$ cat src/rtl/reward_pkg.sv
`default_nettype none
// ============================================================================
// Module      : reward_pkg
// Description : Shared reward types, scheduler state encoding and tick defaults.
// Revision    : 1.0 - initial release
// ============================================================================
package reward_pkg;

    localparam logic [2:0] RWD_NONE       = 3'd0;
    localparam logic [2:0] RWD_INVINCIBLE = 3'd1;
    localparam logic [2:0] RWD_FASTER     = 3'd2;
    localparam logic [2:0] RWD_FROZEN     = 3'd3;
    localparam logic [2:0] RWD_LASER      = 3'd4;

    typedef enum logic [1:0] {
        ST_IDLE     = 2'd0,
        ST_COOLDOWN = 2'd1,
        ST_REQUEST  = 2'd2,
        ST_SHOWN    = 2'd3
    } state_t;

    localparam int c_def_cooldown_ticks = 8;
    localparam int c_def_lifetime_ticks = 40;
    localparam int c_def_effect_ticks   = 20;
    localparam int c_def_timer_w        = 8;

    function automatic logic is_valid_type(input logic [2:0] t);
        return (t >= RWD_INVINCIBLE) && (t <= RWD_LASER);
    endfunction

endpackage
`default_nettype wire

$ cat src/rtl/reward_scheduler_if.sv
`default_nettype none
// ============================================================================
// Module      : reward_scheduler_if
// Description : Request/candidate handshake between scheduler and generator.
// Revision    : 1.0 - initial release
// ============================================================================
interface reward_scheduler_if;
    logic       gen_req;
    logic       gen_valid;
    logic [2:0] gen_type;
    logic [4:0] gen_xpos;
    logic [4:0] gen_ypos;

    modport master (output gen_req, input gen_valid, gen_type, gen_xpos, gen_ypos);
    modport slave  (input gen_req, output gen_valid, gen_type, gen_xpos, gen_ypos);
endinterface
`default_nettype wire

$ cat src/rtl/reward_effect_timer.sv
`default_nettype none
// ============================================================================
// Module      : reward_effect_timer
// Description : One effect duration counter; active while nonzero.
// Revision    : 1.0 - initial release
// ============================================================================
module reward_effect_timer #(
    parameter int TIMER_W      = 8,
    parameter int EFFECT_TICKS = 20
) (
    input  wire logic clk,
    input  wire logic rst,
    input  wire logic i_tick,
    input  wire logic i_load,
    input  wire logic i_extend,
    output logic      o_active
);
    localparam logic [TIMER_W:0]   c_max  = {1'b0, {TIMER_W{1'b1}}};
    localparam logic [TIMER_W-1:0] c_load = TIMER_W'(EFFECT_TICKS);

    logic [TIMER_W-1:0] r_count;
    logic [TIMER_W:0]   w_sum;

    assign w_sum    = {1'b0, r_count} + {1'b0, c_load};
    assign o_active = (r_count != '0);

    // Load/extend take priority over a coincident tick: no decrement that clk.
    always_ff @(posedge clk) begin
        if (rst) begin
            r_count <= '0;
        end else if (i_load) begin
            r_count <= c_load;
        end else if (i_extend) begin
            r_count <= (w_sum > c_max) ? {TIMER_W{1'b1}} : w_sum[TIMER_W-1:0];
        end else if (i_tick && (r_count != '0)) begin
            r_count <= r_count - 1'b1;
        end
    end
endmodule
`default_nettype wire

$ cat src/rtl/reward_scheduler.sv
`default_nettype none
// ============================================================================
// Module      : reward_scheduler
// Description : Spawns, shows and detects pickup of rewards; per-effect timers.
//               Optional macro REWARD_STACK_EN: re-collect adds to remaining time.
// Revision    : 1.0 - initial release
// ============================================================================
module reward_scheduler import reward_pkg::*; #(
    parameter int COOLDOWN_TICKS = c_def_cooldown_ticks,
    parameter int LIFETIME_TICKS = c_def_lifetime_ticks,
    parameter int EFFECT_TICKS   = c_def_effect_ticks,
    parameter int TIMER_W        = c_def_timer_w
) (
    input  wire logic       clk,
    input  wire logic       rst,
    input  wire logic       tick,
    input  wire logic       enable_reward,
    input  wire logic       enable_game_classic,
    input  wire logic       enable_game_infinity,
    input  wire logic [4:0] mytank_xpos,
    input  wire logic [4:0] mytank_ypos,
    reward_scheduler_if.master gen,
    output logic            spawn_active,
    output logic [2:0]      spawn_type,
    output logic [4:0]      spawn_xpos,
    output logic [4:0]      spawn_ypos,
    output logic            reward_invincible,
    output logic            reward_faster,
    output logic            reward_frozen,
    output logic            reward_laser,
    output logic            reward_addtime
);
    localparam logic [TIMER_W-1:0] c_cool_last = TIMER_W'(COOLDOWN_TICKS - 1);
    localparam logic [TIMER_W-1:0] c_life_last = TIMER_W'(LIFETIME_TICKS - 1);

    state_t             r_state, w_state_nxt;
    logic [TIMER_W-1:0] r_cool_cnt, r_life_cnt;
    logic               r_retry, r_gen_req, r_addtime;
    logic [2:0]         r_type;
    logic [4:0]         r_xpos, r_ypos;
    logic               w_gen_req_nxt, w_accept, w_reject, w_pickup, w_cand_ok;
    logic               w_classic_only, w_infinity_only;
    logic [3:0]         w_start, w_load, w_extend, w_active;

    assign w_cand_ok       = is_valid_type(gen.gen_type) && (gen.gen_xpos != '0) && (gen.gen_ypos != '0);
    assign w_classic_only  = enable_game_classic & ~enable_game_infinity;
    assign w_infinity_only = enable_game_infinity & ~enable_game_classic;

    always_comb begin
        w_state_nxt   = r_state;
        w_gen_req_nxt = 1'b0;
        w_accept      = 1'b0;
        w_reject      = 1'b0;
        w_pickup      = 1'b0;
        if (!enable_reward) begin
            w_state_nxt = ST_IDLE;
        end else begin
            case (r_state)
                ST_IDLE: w_state_nxt = ST_COOLDOWN;
                ST_COOLDOWN: begin
                    if (tick && (r_cool_cnt == c_cool_last)) begin
                        w_state_nxt   = ST_REQUEST;
                        w_gen_req_nxt = 1'b1;
                    end
                end
                ST_REQUEST: begin
                    if (gen.gen_valid) begin
                        if (w_cand_ok) begin
                            w_accept    = 1'b1;
                            w_state_nxt = ST_SHOWN;
                        end else begin
                            w_reject = 1'b1;
                        end
                    end else if (r_retry && tick) begin
                        w_gen_req_nxt = 1'b1;
                    end
                end
                ST_SHOWN: begin
                    // Pickup is checked before expiry so a same-clk collision still counts.
                    if ((r_xpos == mytank_xpos) && (r_ypos == mytank_ypos)) begin
                        w_pickup    = 1'b1;
                        w_state_nxt = ST_COOLDOWN;
                    end else if (tick && (r_life_cnt == c_life_last)) begin
                        w_state_nxt = ST_COOLDOWN;
                    end
                end
                default: w_state_nxt = ST_IDLE;
            endcase
        end
    end

    always_ff @(posedge clk) begin
        if (rst) begin
            r_state    <= ST_IDLE;
            r_cool_cnt <= '0;
            r_life_cnt <= '0;
            r_retry    <= 1'b0;
            r_gen_req  <= 1'b0;
            r_addtime  <= 1'b0;
            r_type     <= RWD_NONE;
            r_xpos     <= '0;
            r_ypos     <= '0;
        end else begin
            r_state   <= w_state_nxt;
            r_gen_req <= w_gen_req_nxt;
            r_addtime <= w_pickup && (r_type == RWD_INVINCIBLE) && w_infinity_only;

            if (r_state != ST_COOLDOWN) r_cool_cnt <= '0;
            else if (tick)              r_cool_cnt <= r_cool_cnt + 1'b1;

            if (r_state != ST_SHOWN) r_life_cnt <= '0;
            else if (tick)           r_life_cnt <= r_life_cnt + 1'b1;

            if (r_state != ST_REQUEST) r_retry <= 1'b0;
            else if (w_reject)         r_retry <= 1'b1;
            else if (w_gen_req_nxt)    r_retry <= 1'b0;

            if (w_accept) begin
                r_type <= gen.gen_type;
                r_xpos <= gen.gen_xpos;
                r_ypos <= gen.gen_ypos;
            end
        end
    end

    assign w_start[0] = w_pickup && (r_type == RWD_INVINCIBLE) && w_classic_only;
    assign w_start[1] = w_pickup && (r_type == RWD_FASTER);
    assign w_start[2] = w_pickup && (r_type == RWD_FROZEN);
    assign w_start[3] = w_pickup && (r_type == RWD_LASER);

    for (genvar i = 0; i < 4; i++) begin : g_timer
`ifdef REWARD_STACK_EN
        assign w_load[i]   = w_start[i] & ~w_active[i];
        assign w_extend[i] = w_start[i] &  w_active[i];
`else
        assign w_load[i]   = w_start[i];
        assign w_extend[i] = 1'b0;
`endif
        reward_effect_timer #(
            .TIMER_W      (TIMER_W),
            .EFFECT_TICKS (EFFECT_TICKS)
        ) u_timer (
            .clk      (clk),
            .rst      (rst),
            .i_tick   (tick),
            .i_load   (w_load[i]),
            .i_extend (w_extend[i]),
            .o_active (w_active[i])
        );
    end

    assign gen.gen_req        = r_gen_req;
    assign spawn_active       = (r_state == ST_SHOWN);
    assign spawn_type         = r_type;
    assign spawn_xpos         = r_xpos;
    assign spawn_ypos         = r_ypos;
    assign reward_invincible  = w_active[0];
    assign reward_faster      = w_active[1];
    assign reward_frozen      = w_active[2];
    assign reward_laser       = w_active[3];
    assign reward_addtime     = r_addtime;
endmodule
`default_nettype wire

$ cat src/flat_wrapper.sv
// flat-port wrapper written by rule: the top's interface ports become plain ports
module reward_scheduler_flat import reward_pkg::*;
#(
    parameter int COOLDOWN_TICKS = c_def_cooldown_ticks,
    parameter int LIFETIME_TICKS = c_def_lifetime_ticks,
    parameter int EFFECT_TICKS   = c_def_effect_ticks,
    parameter int TIMER_W        = c_def_timer_w
)
  (clk, rst, tick, enable_reward, enable_game_classic, enable_game_infinity, mytank_xpos, mytank_ypos, spawn_active, spawn_type, spawn_xpos, spawn_ypos, reward_invincible, reward_faster, reward_frozen, reward_laser, reward_addtime, gen_gen_req, gen_gen_valid, gen_gen_type, gen_gen_xpos, gen_gen_ypos);
  reward_scheduler_if gen_i ();
  input  wire logic clk;
  input  wire logic rst;
  input  wire logic tick;
  input  wire logic enable_reward;
  input  wire logic enable_game_classic;
  input  wire logic enable_game_infinity;
  input  wire logic [4:0] mytank_xpos;
  input  wire logic [4:0] mytank_ypos;
  output logic spawn_active;
  output logic [2:0] spawn_type;
  output logic [4:0] spawn_xpos;
  output logic [4:0] spawn_ypos;
  output logic reward_invincible;
  output logic reward_faster;
  output logic reward_frozen;
  output logic reward_laser;
  output logic reward_addtime;
  output wire logic [$bits(gen_i.gen_req)-1:0] gen_gen_req;
  input wire logic [$bits(gen_i.gen_valid)-1:0] gen_gen_valid;
  input wire logic [$bits(gen_i.gen_type)-1:0] gen_gen_type;
  input wire logic [$bits(gen_i.gen_xpos)-1:0] gen_gen_xpos;
  input wire logic [$bits(gen_i.gen_ypos)-1:0] gen_gen_ypos;
  assign gen_gen_req = gen_i.gen_req;
  assign gen_i.gen_valid = gen_gen_valid;
  assign gen_i.gen_type = gen_gen_type;
  assign gen_i.gen_xpos = gen_gen_xpos;
  assign gen_i.gen_ypos = gen_gen_ypos;
  reward_scheduler #(.COOLDOWN_TICKS(COOLDOWN_TICKS), .LIFETIME_TICKS(LIFETIME_TICKS), .EFFECT_TICKS(EFFECT_TICKS), .TIMER_W(TIMER_W)) u_core (.clk(clk), .rst(rst), .tick(tick), .enable_reward(enable_reward), .enable_game_classic(enable_game_classic), .enable_game_infinity(enable_game_infinity), .mytank_xpos(mytank_xpos), .mytank_ypos(mytank_ypos), .gen(gen_i), .spawn_active(spawn_active), .spawn_type(spawn_type), .spawn_xpos(spawn_xpos), .spawn_ypos(spawn_ypos), .reward_invincible(reward_invincible), .reward_faster(reward_faster), .reward_frozen(reward_frozen), .reward_laser(reward_laser), .reward_addtime(reward_addtime));
endmodule
$ cat config.mk
export PLATFORM = sky130hd
export DESIGN_NAME = reward_scheduler_flat
export DESIGN_NICKNAME = d
export VERILOG_FILES = /design/src/rtl/reward_pkg.sv /design/src/rtl/reward_scheduler_if.sv /design/src/rtl/reward_effect_timer.sv /design/src/rtl/reward_scheduler.sv /design/src/flat_wrapper.sv
export SDC_FILE = /design/constraint.sdc
export NUM_CORES = 1
export LEC_CHECK = 0
export CAP_MARGIN = 20
export CORE_MARGIN = 3
export CORE_UTILIZATION = 55
export CTS_CLUSTER_SIZE = 40
export DETAILED_ROUTE_END_ITERATION = 12
export PLACE_DENSITY_LB_ADDON = 0.15
export RECOVER_POWER = 50
export SETUP_SLACK_MARGIN = 0.05
export SLEW_MARGIN = 15
export SYNTH_ARGS = -nofsm -noshare
export SYNTH_HDL_FRONTEND = slang
export SYNTH_SLANG_ARGS = --single-unit
$ cat constraint.sdc
create_clock -name clk -period 3.9 [get_ports clk]
set_input_delay 0.39 -clock clk [delete_from_list [all_inputs] [get_ports clk]]
set_output_delay 0.39 -clock clk [all_outputs]
set_load 0.1 [all_outputs]
==> flow_summary.toml, run 1 <==
[run]
cap_viol_max_count = 0

[timing]
hold_viol = 0
grt_setup_unrepaired = "false"
relSlewSlack_pct = 34.40
tightestPinTransition_ns = 0.9810
skew_ns = 0.009220
period_minus_slack_ns = 3.029
finalSetupViolCount = 0
drv_slew = 0
period_share_pct = 77.67
fmax_mhz = 330.1
totalNegativeSetupSlack_ns = 0

[placed_design]
globalplace.congestion = 0.8426
dp_cells = 471
dp_hpwl_um = 4953
portBuffers = 49
placed_area_um2 = 3754

[setup_path]
crit_slowest_cell = "clkdlybuf4s50_1"
path_cells = "or4_4 > or4_1 > clkdlybuf4s50_1"
worstPathRequired_ns = 3.51
cp-start-kind = "flop"
cp_top_family = "simple AND/OR/NAND/NOR gates"
cpPeakStageDelay_ns = 0.98
worstSetupPathType = "flop to primary output"
critPathMaxFanout = 5
critPathArrivalTime_ns = 2.64
cp-end-kind = "primary output"
cp_num_buf_inv = 1

[power]
power.total_w = 0.002417
vdd_drop_max_v = 0.0004905
p_per_area_nw_per_um2 = 602.4
p_leak_nw = 1.488

[grt]
antenna_found_initial = 0
grt_max_degree = 17
track_usage_pct = 21.61
grt_pass1_wl_um = 11160
grt_pass1_vias = 2555
gr-total-overflow = 0

[synth]
syn_area_per_cell_um2 = 8.969
yosysUniqueCellTypes = 45
synth-seq-cells = 66
synth_flop_cell = "dfxtp_1"
yosysSeqAreaShare_pct = 41.27
async_flop_share_pct = 0
synth_fa_ha_area_share_pct = 4.689
synthMuxAreaShare_pct = 5.315
synth_area_um2 = 3202
synth_cells = 357
synth_top_family_by_area = "simple AND/OR/NAND/NOR gates"
syn-num-nets = 399
ys_warn_count = 0
synthXorXnorAreaFrac_pct = 12.86
synth-compound-area-share_pct = 8.167
synth_simple_gate_area_share_pct = 24.23
synth_edf_count = 0

[floorplan]
dieArea_um2 = 6773
die_h_um = 82.30
ioPinCount = 50
die_w_um = 82.30
core_area_um2 = 5574
fp-row-count = 27
initial_utilization_pct = 57.44

[route]
drt_wl_total_um = 6743
wire_per_inst_um = 13.85
routed-via-count = 2684
detail-route-antenna-nets = 0
initialDrtViolationCount = 102
drc = 0
via_per_inst = 5.511
firstDrtPassIters = 4

[clocking]
clk_latency_ns = 0.34
path_clk_slew_ns = 0.07
cts_buffer_depth = 2
cts_sinks = 66
post_cts_resized = 0
h-tree-depth = 3
root_buffer = "clkbuf_8"
cts_made_buffers = 9
holdBufCountCts = 0
post_cts_buffers = 0
cts_tree = "yes"

[layout]
fin_cells = 487
nets = 452
diodes = 0
fin_area_um2 = 4013
fillers = 457
mostFrequentLayoutCells = "nor2_1 (66), dfxtp_1 (66), clkdlybuf4s50_1 (45), xor2_1 (38)"
final_layout_size_suffix_gt1_share_pct = 6.265
area_growth_pct = 25.32

[worst_hold_path]
hold_class = "flop to flop"

[run_status]
status = "finished clean"
[worst reg2reg max path, cell delays in order, from the launching register on]
cell and delay, ns:
dfxtp_1 0.34, xor2_1 0.16, nor4_1 0.53, nand4_1 0.24, o21ai_0 0.68, nor2_1 0.13
[layout make-up]
type                            instances  area (um^2)  area share, %
Inverter                               18        67.56          1.684
Timing Repair Buffer                   51        501.7          12.50
Tap cell                               72        90.09          2.245
Multi-Input combinational cell        264         1758          43.81
Sequential cell                        66         1321          32.93
Clock buffer                           10        137.6          3.430
Clock inverter                          6        136.4          3.399
[cells by family (layout without fill, tap and decap cells)]
group | count (synthesis) | count (layout)
simple gates | 150 | 150
flops | 66 | 66
xor+xnor | 47 | 47
compound gates | 38 | 38
buf+inv | 27 | 85
mux | 17 | 17
fa+ha+maj | 12 | 12
[report_power, final]
group          switching [W]  leakage [nW]  internal [W]
Clock               0.000265         0.133      0.000509
Combinational       0.000510         0.818      0.000291
Sequential         0.0000827         0.536      0.000759
[state kept, by name (all words and copies together) (netlist names)]
name,cells
u_core.g_timer.u_timer.r_count,32
u_core.r_cool_cnt,8
u_core.r_life_cnt,8
u_core.spawn_xpos,5
u_core.spawn_ypos,5
u_core.spawn_type,3
u_core.r_state,2
u_core.gen.gen_req,1
u_core.r_retry,1
u_core.reward_addtime,1
[Yosys cell counts (3+ instances only)]
master | instances | area [um^2]
dfxtp_1 | 66 | 1321
nor2_1 | 66 | 247.7
xor2_1 | 38 | 332.8
mux2i_1 | 17 | 170.2
inv_1 | 16 | 60.06
nand3_1 | 16 | 80.08
a21oi_1 | 14 | 70.07
nand2_1 | 14 | 52.55
ha_1 | 12 | 150.1
nand4_1 | 11 | 68.82
xnor2_1 | 9 | 78.83
clkbuf_1 | 6 | 22.52
nor3_1 | 6 | 30.03
or4_1 | 6 | 45.04
nand4b_1 | 5 | 43.79
or3_1 | 5 | 31.28
a211oi_1 | 4 | 30.03
nand3b_1 | 4 | 30.03
nor4_2 | 4 | 50.05
o21ai_0 | 4 | 20.02
nand2b_1 | 3 | 18.77
o21ai_1 | 3 | 15.01
[final timing paths]
kind	from	to	slack, ns	cells after the start
worst max-delay path	u_core.g_timer[1].u_timer.r_count[2]	reward_faster	0.87	3
worst min-delay path	u_core.r_cool_cnt[7]	u_core.r_cool_cnt[7]	0.51	2
worst min register to register	u_core.r_cool_cnt[7]	u_core.r_cool_cnt[7]	0.51	2
worst max register to register	u_core.spawn_ypos[0]	u_core.g_timer[2].u_timer.r_count[3]	1.68	5
[metal layers]
metal	vias to the layer above	routed length, um	GRT usage [%]
li1	1347	-	-
met3	23	256	5.640
met4	0	210	10.47
met5	-	0	0
met2	53	3425	37.82
met1	1261	2852	24.17
[through the flow]
stage	utilization, %	setup slack (ns)	hold slack (ns)
2_1_floorplan	-	1.571	0.4526
3_3_place_gp	67.34	1.266	0.4633
3_5_place_dp	67.34	1.237	0.4990
4_1_cts	72.26	0.8576	0.5072
5_1_grt	71.99	0.8091	0.5419
6_report	71.99	0.8709	0.5059
Note: power is estimated with default switching activity, not from simulation.
==> run 2, diff against run 1 <==
--- a/config.mk
+++ b/config.mk
@@ -7,7 +7,7 @@
 export LEC_CHECK = 0
 export CAP_MARGIN = 20
 export CORE_MARGIN = 3
-export CORE_UTILIZATION = 55
+export CORE_UTILIZATION = 54
 export CTS_CLUSTER_SIZE = 40
 export DETAILED_ROUTE_END_ITERATION = 12
 export PLACE_DENSITY_LB_ADDON = 0.15
==> constraint.sdc (replaced) <==
create_clock -name clk -period 3 [get_ports clk]
set_input_delay 0.3 -clock clk [delete_from_list [all_inputs] [get_ports clk]]
set_output_delay 0.3 -clock clk [all_outputs]
set_load 0.1 [all_outputs]
==> flow_summary.toml, run 2 (synthesis results as in run 1) <==
[timing]
tightestPinTransition_ns = 1.200
worst_slack_ns = 0.6840
grt_setup_unrepaired = "false"
relSlewSlack_pct = 20.34
period_share_pct = 77.20
fmax_mhz = 431.8
totalNegativeSetupSlack_ns = 0
skew_ns = 0.008202
finalSetupViolCount = 0
drv_slew = 0
fin_hold_ws_ns = 0.4791
hold_viol = 0
period_minus_slack_ns = 2.316

[setup_path]
cp-start-kind = "primary input"
critPathArrivalTime_ns = 2.55
cp-end-kind = "flop"
critPathMaxFanout = 14
worstSetupPathType = "primary input to flop"
worstPathRequired_ns = 3.23

[placed_design]
place_ws_ns = 0.6463
globalplace.congestion = 0.7916
portBuffers = 49
dp_hpwl_um = 5138
dp_cells = 472

[clocking]
post_cts_buffers = 0
cts_buffer_depth = 2
holdBufCountCts = 0
cts_made_buffers = 9
cts_tree = "yes"
h-tree-depth = 3
root_buffer = "clkbuf_8"
post_cts_resized = 0
clk_latency_ns = 0.35
path_clk_slew_ns = 0.06
cts_sinks = 66

[route]
firstDrtPassIters = 4
initialDrtViolationCount = 91
routed-via-count = 2652
wl_met3_um = 194
wire_per_inst_um = 14.17
wl_met1_um = 3079
dr_wl_met2_um = 3541
detail-route-antenna-nets = 0
drt_wl_total_um = 6916
routed.top_layer = "met4"
via_per_inst = 5.434
drc = 0

[layout]
largestRegisters = "u_core.g_timer.u_timer.r_count x32, u_core.r_cool_cnt x8, u_core.r_life_cnt x8"
mostFrequentLayoutCells = "nor2_1 (66), dfxtp_1 (66), xor2_1 (38), clkdlybuf4s50_1 (29), clkbuf_1 (21)"
area_growth_pct = 19.30
top_register = "u_core.g_timer.u_timer.r_count"
nets = 453
final_layout_size_suffix_gt1_share_pct = 6.250
largest_register_ffs = 32
fin_cells = 488
diodes = 0

[grt]
gr-total-overflow = 0
track_usage_pct = 20.67
grt_pass1_wl_um = 11720
grt_pass1_vias = 2604
antenna_found_initial = 0
grt_max_degree = 18

[power]
p_per_area_nw_per_um2 = 740.2
power.total_w = 0.002828
vdd_drop_max_v = 0.0004810
p_leak_nw = 1.416

[run]
cap_viol_max_count = 0

[floorplan]
dieArea_um2 = 6889
initial_utilization_pct = 57.10
ioPinCount = 50
core_area_um2 = 5608
die_w_um = 83
fp-row-count = 27
die_h_um = 83

[worst_hold_path]
hold_class = "flop to flop"

[run_status]
status = "finished clean"
==> run 2: path summary, 6_finish.rpt <==
check | end | start | slack, ns | cells after the start
worst max register to register | u_core.g_timer[3].u_timer.r_count[6] | u_core.spawn_ypos[0] | 0.86 | 5
worst min register to register | u_core.r_cool_cnt[7] | u_core.r_cool_cnt[7] | 0.48 | 2
worst min-delay path | u_core.r_cool_cnt[7] | u_core.r_cool_cnt[7] | 0.48 | 2
worst max-delay path | u_core.r_state[0] | tick | 0.68 | 7
==> run 2: power by group <==
group	switching, W	internal (W)	total (W)
Sequential	0.000104	0.000988	0.00109
Combinational	0.000678	0.000357	0.00103
Clock	0.000319	0.000382	0.000702
Total	0.00110	0.00173	0.00283
==> run 2: area by class of cell <==
class / count / area, um^2
Timing Repair Buffer: 52 / 404.1
Fill cell: 508 / 1788
Clock inverter: 3 / 40.04
Inverter: 18 / 67.56
Sequential cell: 66 / 1321
Tap cell: 72 / 90.09
Multi-Input combinational cell: 264 / 1758
Clock buffer: 13 / 138.9
==> run 2: through the flow <==
step                area, um^2  util [%]
floorplan                 3202         -
global route              3820     68.12
global placement          3716     66.27
CTS                       3895     69.46
detailed placement        3716     66.27
finish                    3820     68.12
==> run 2: per-layer routing <==
| metal | vias to the layer above | global-route usage, % |
|---|---|---|
| li1 | 1355 | - |
| met2 | 38 | 36.08 |
| met3 | 10 | 6.746 |
| met1 | 1249 | 23.89 |
| met5 | - | 0 |
| met4 | 0 | 6.389 |
==> run 2: worst max-delay path, stage by stage <==
cell           delay (ns)
dlygate4sd3_1        0.61
clkbuf_1             0.55
nand4_1              0.21
o21ai_0              0.31
a31oi_1              0.10
a211o_1              0.34
mux2i_1              0.13
==> run 3, diff against run 2 <==
==> constraint.sdc (replaced) <==
create_clock -name clk -period 2.4 [get_ports clk]
set_input_delay 0.24 -clock clk [delete_from_list [all_inputs] [get_ports clk]]
set_output_delay 0.24 -clock clk [all_outputs]
set_load 0.1 [all_outputs]
==> flow_summary.toml, run 3 (synthesis results as in run 1) <==
[floorplan]
initial_utilization_pct = 57.10
die_h_um = 83
ioPinCount = 50
dieArea_um2 = 6889
core_area_um2 = 5608
fp-row-count = 27
die_w_um = 83

[setup_path]
cpPeakStageDelay_ns = 0.57
worstPathRequired_ns = 2.16
r2r-start = "u_core.spawn_ypos[0]"
path_cells = "or4_4 > or4_1 > buf_12"
cp-start-kind = "flop"
critPathMaxFanout = 5
crit_slowest_cell = "or4_4"
reg2regPathDepth = 5
worstSetupPathType = "flop to primary output"
cp-end-kind = "primary output"
critPathArrivalTime_ns = 1.91
rrSetupSlack_ns = 0.34
reg2reg_to = "u_core.g_timer[0].u_timer.r_count[5]"

[run]
cap_viol_max_count = 0

[worst_hold_path]
hold_depth = 2
hold_path.startpoint = "u_core.r_cool_cnt[7]"
whs_endpoint = "u_core.r_cool_cnt[7]"
hold_class = "flop to flop"

[clocking]
cts_made_buffers = 9
root_buffer = "clkbuf_8"
post_cts_resized = 0
holdBufCountCts = 0
path_clk_slew_ns = 0.06
clk_latency_ns = 0.34
cts_buffer_depth = 2
cts_sinks = 66
post_cts_buffers = 0
cts_tree = "yes"
h-tree-depth = 3

[route]
drt_wl_total_um = 6503
drc = 0
routed-via-count = 2631
wire_per_inst_um = 13.19
detail-route-antenna-nets = 0
via_per_inst = 5.337
firstDrtPassIters = 4
initialDrtViolationCount = 104

[layout]
area_growth_pct = 21.06
fin_cells = 493
fillers = 481
ff_latch_area_um2 = 1321
top_register = "u_core.g_timer.u_timer.r_count"
mostFrequentLayoutCells = "nor2_1 (66), dfxtp_1 (66), xor2_1 (38), clkdlybuf4s50_1 (27), clkbuf_1 (20)"
diodes = 0
final_core_util_pct = 69.12
multi_input_comb_area_um2 = 1758
nets = 458
final_layout_size_suffix_gt1_share_pct = 8.314
largestRegisters = "u_core.g_timer.u_timer.r_count x32, u_core.r_cool_cnt x8, u_core.r_life_cnt x8"
largest_register_ffs = 32

[timing]
fmax_mhz = 465.6
hold_viol = 0
finalSetupViolCount = 0
grt_setup_unrepaired = "false"
period_minus_slack_ns = 2.148
worst_slack_ns = 0.2523
drv_slew = 0
relSlewSlack_pct = 22.06
period_share_pct = 89.49
tightestPinTransition_ns = 1.174
totalNegativeSetupSlack_ns = 0
skew_ns = 0.007861

[placed_design]
portBuffers = 49
place_ws_ns = 0.2312
dp_cells = 477
dp_hpwl_um = 4914
globalplace.congestion = 0.8205

[grt]
gr-total-overflow = 0
grt_pass1_vias = 2485
grt_pass1_wl_um = 11190
antenna_found_initial = 0
track_usage_pct = 19.53
grt_max_degree = 16

[power]
p_leak_nw = 1.453
vdd_drop_max_v = 0.0006624
p_per_area_nw_per_um2 = 919.6

[run_status]
status = "finished clean"
-- run 3: cell types whose count changed in the layout (fill, tap and decap cells not counted) --
| cell | previous run | this run |
|---|---|---|
| clkbuf_2 | 0 | 3 |
| inv_1 | 17 | 16 |
| clkbuf_1 | 21 | 20 |
| clkbuf_8 | 9 | 11 |
| buf_12 | 0 | 1 |
| clkdlybuf4s50_1 | 29 | 27 |
| inv_2 | 1 | 2 |
| clkinv_2 | 2 | 1 |
| buf_4 | 4 | 7 |
-- run 3: worst max-delay path, delay by kind of cell, from the launching register on --
family | cells | cell delay (ns)
flip-flops | 1 | 0.34
buffers and inverters | 1 | 0.20
AND/OR/NAND/NOR | 2 | 1.04
-- run 3: layout make-up --
| type | count | area share (%) |
|---|---|---|
| clock buffers | 14 | 4.196 |
| clock inverters | 2 | 0.9038 |
| inverters | 18 | 1.743 |
| multi-input cells | 264 | 45.35 |
| flip-flops and latches | 66 | 34.09 |
| well taps | 72 | 2.324 |
| repair buffers | 57 | 11.39 |
-- run 3: routing by layer --
layer,GRT usage (%),routed length [um],vias to the layer above
met3,4.067,193,8
met4,8.024,91,0
met5,0,0,-
met1,23.50,2917,1219
met2,33.75,3300,46
li1,-,-,1358
-- run 3: per-stage QoR --
step | instance area, um^2 | total power (W) | hold WS, ns
floorplan | 3202 | 0.002394 | 0.3165
global placement | 3761 | 0.002650 | 0.4668
detailed placement | 3761 | 0.002679 | 0.4743
CTS | 3959 | 0.003617 | 0.4857
global route | 3876 | 0.003800 | 0.5162
finish | 3876 | 0.003565 | 0.4820
-- run 3: how the worst max path moves through the flow --
| stage | startpoint | cells after the start | end |
|---|---|---|---|
| after floorplan | u_core.spawn_ypos[2] | 6 | u_core.g_timer[0].u_timer.r_count[1] |
| after global placement | mytank_ypos[0] | 6 | u_core.g_timer[0].u_timer.r_count[1] |
| after detailed placement | mytank_ypos[0] | 6 | u_core.g_timer[0].u_timer.r_count[1] |
| after CTS | u_core.g_timer[1].u_timer.r_count[2] | 3 | reward_faster |
| after global routing | u_core.spawn_ypos[0] | 5 | u_core.g_timer[0].u_timer.r_count[5] |
| final | u_core.g_timer[1].u_timer.r_count[2] | 3 | reward_faster |
-- run 3: where the power goes --
part           internal (W)  leakage, nW  switching, W
logic              0.000464        0.816      0.000810
clock network      0.000536        0.101      0.000390
registers           0.00123        0.536      0.000130
total               0.00224         1.45       0.00133
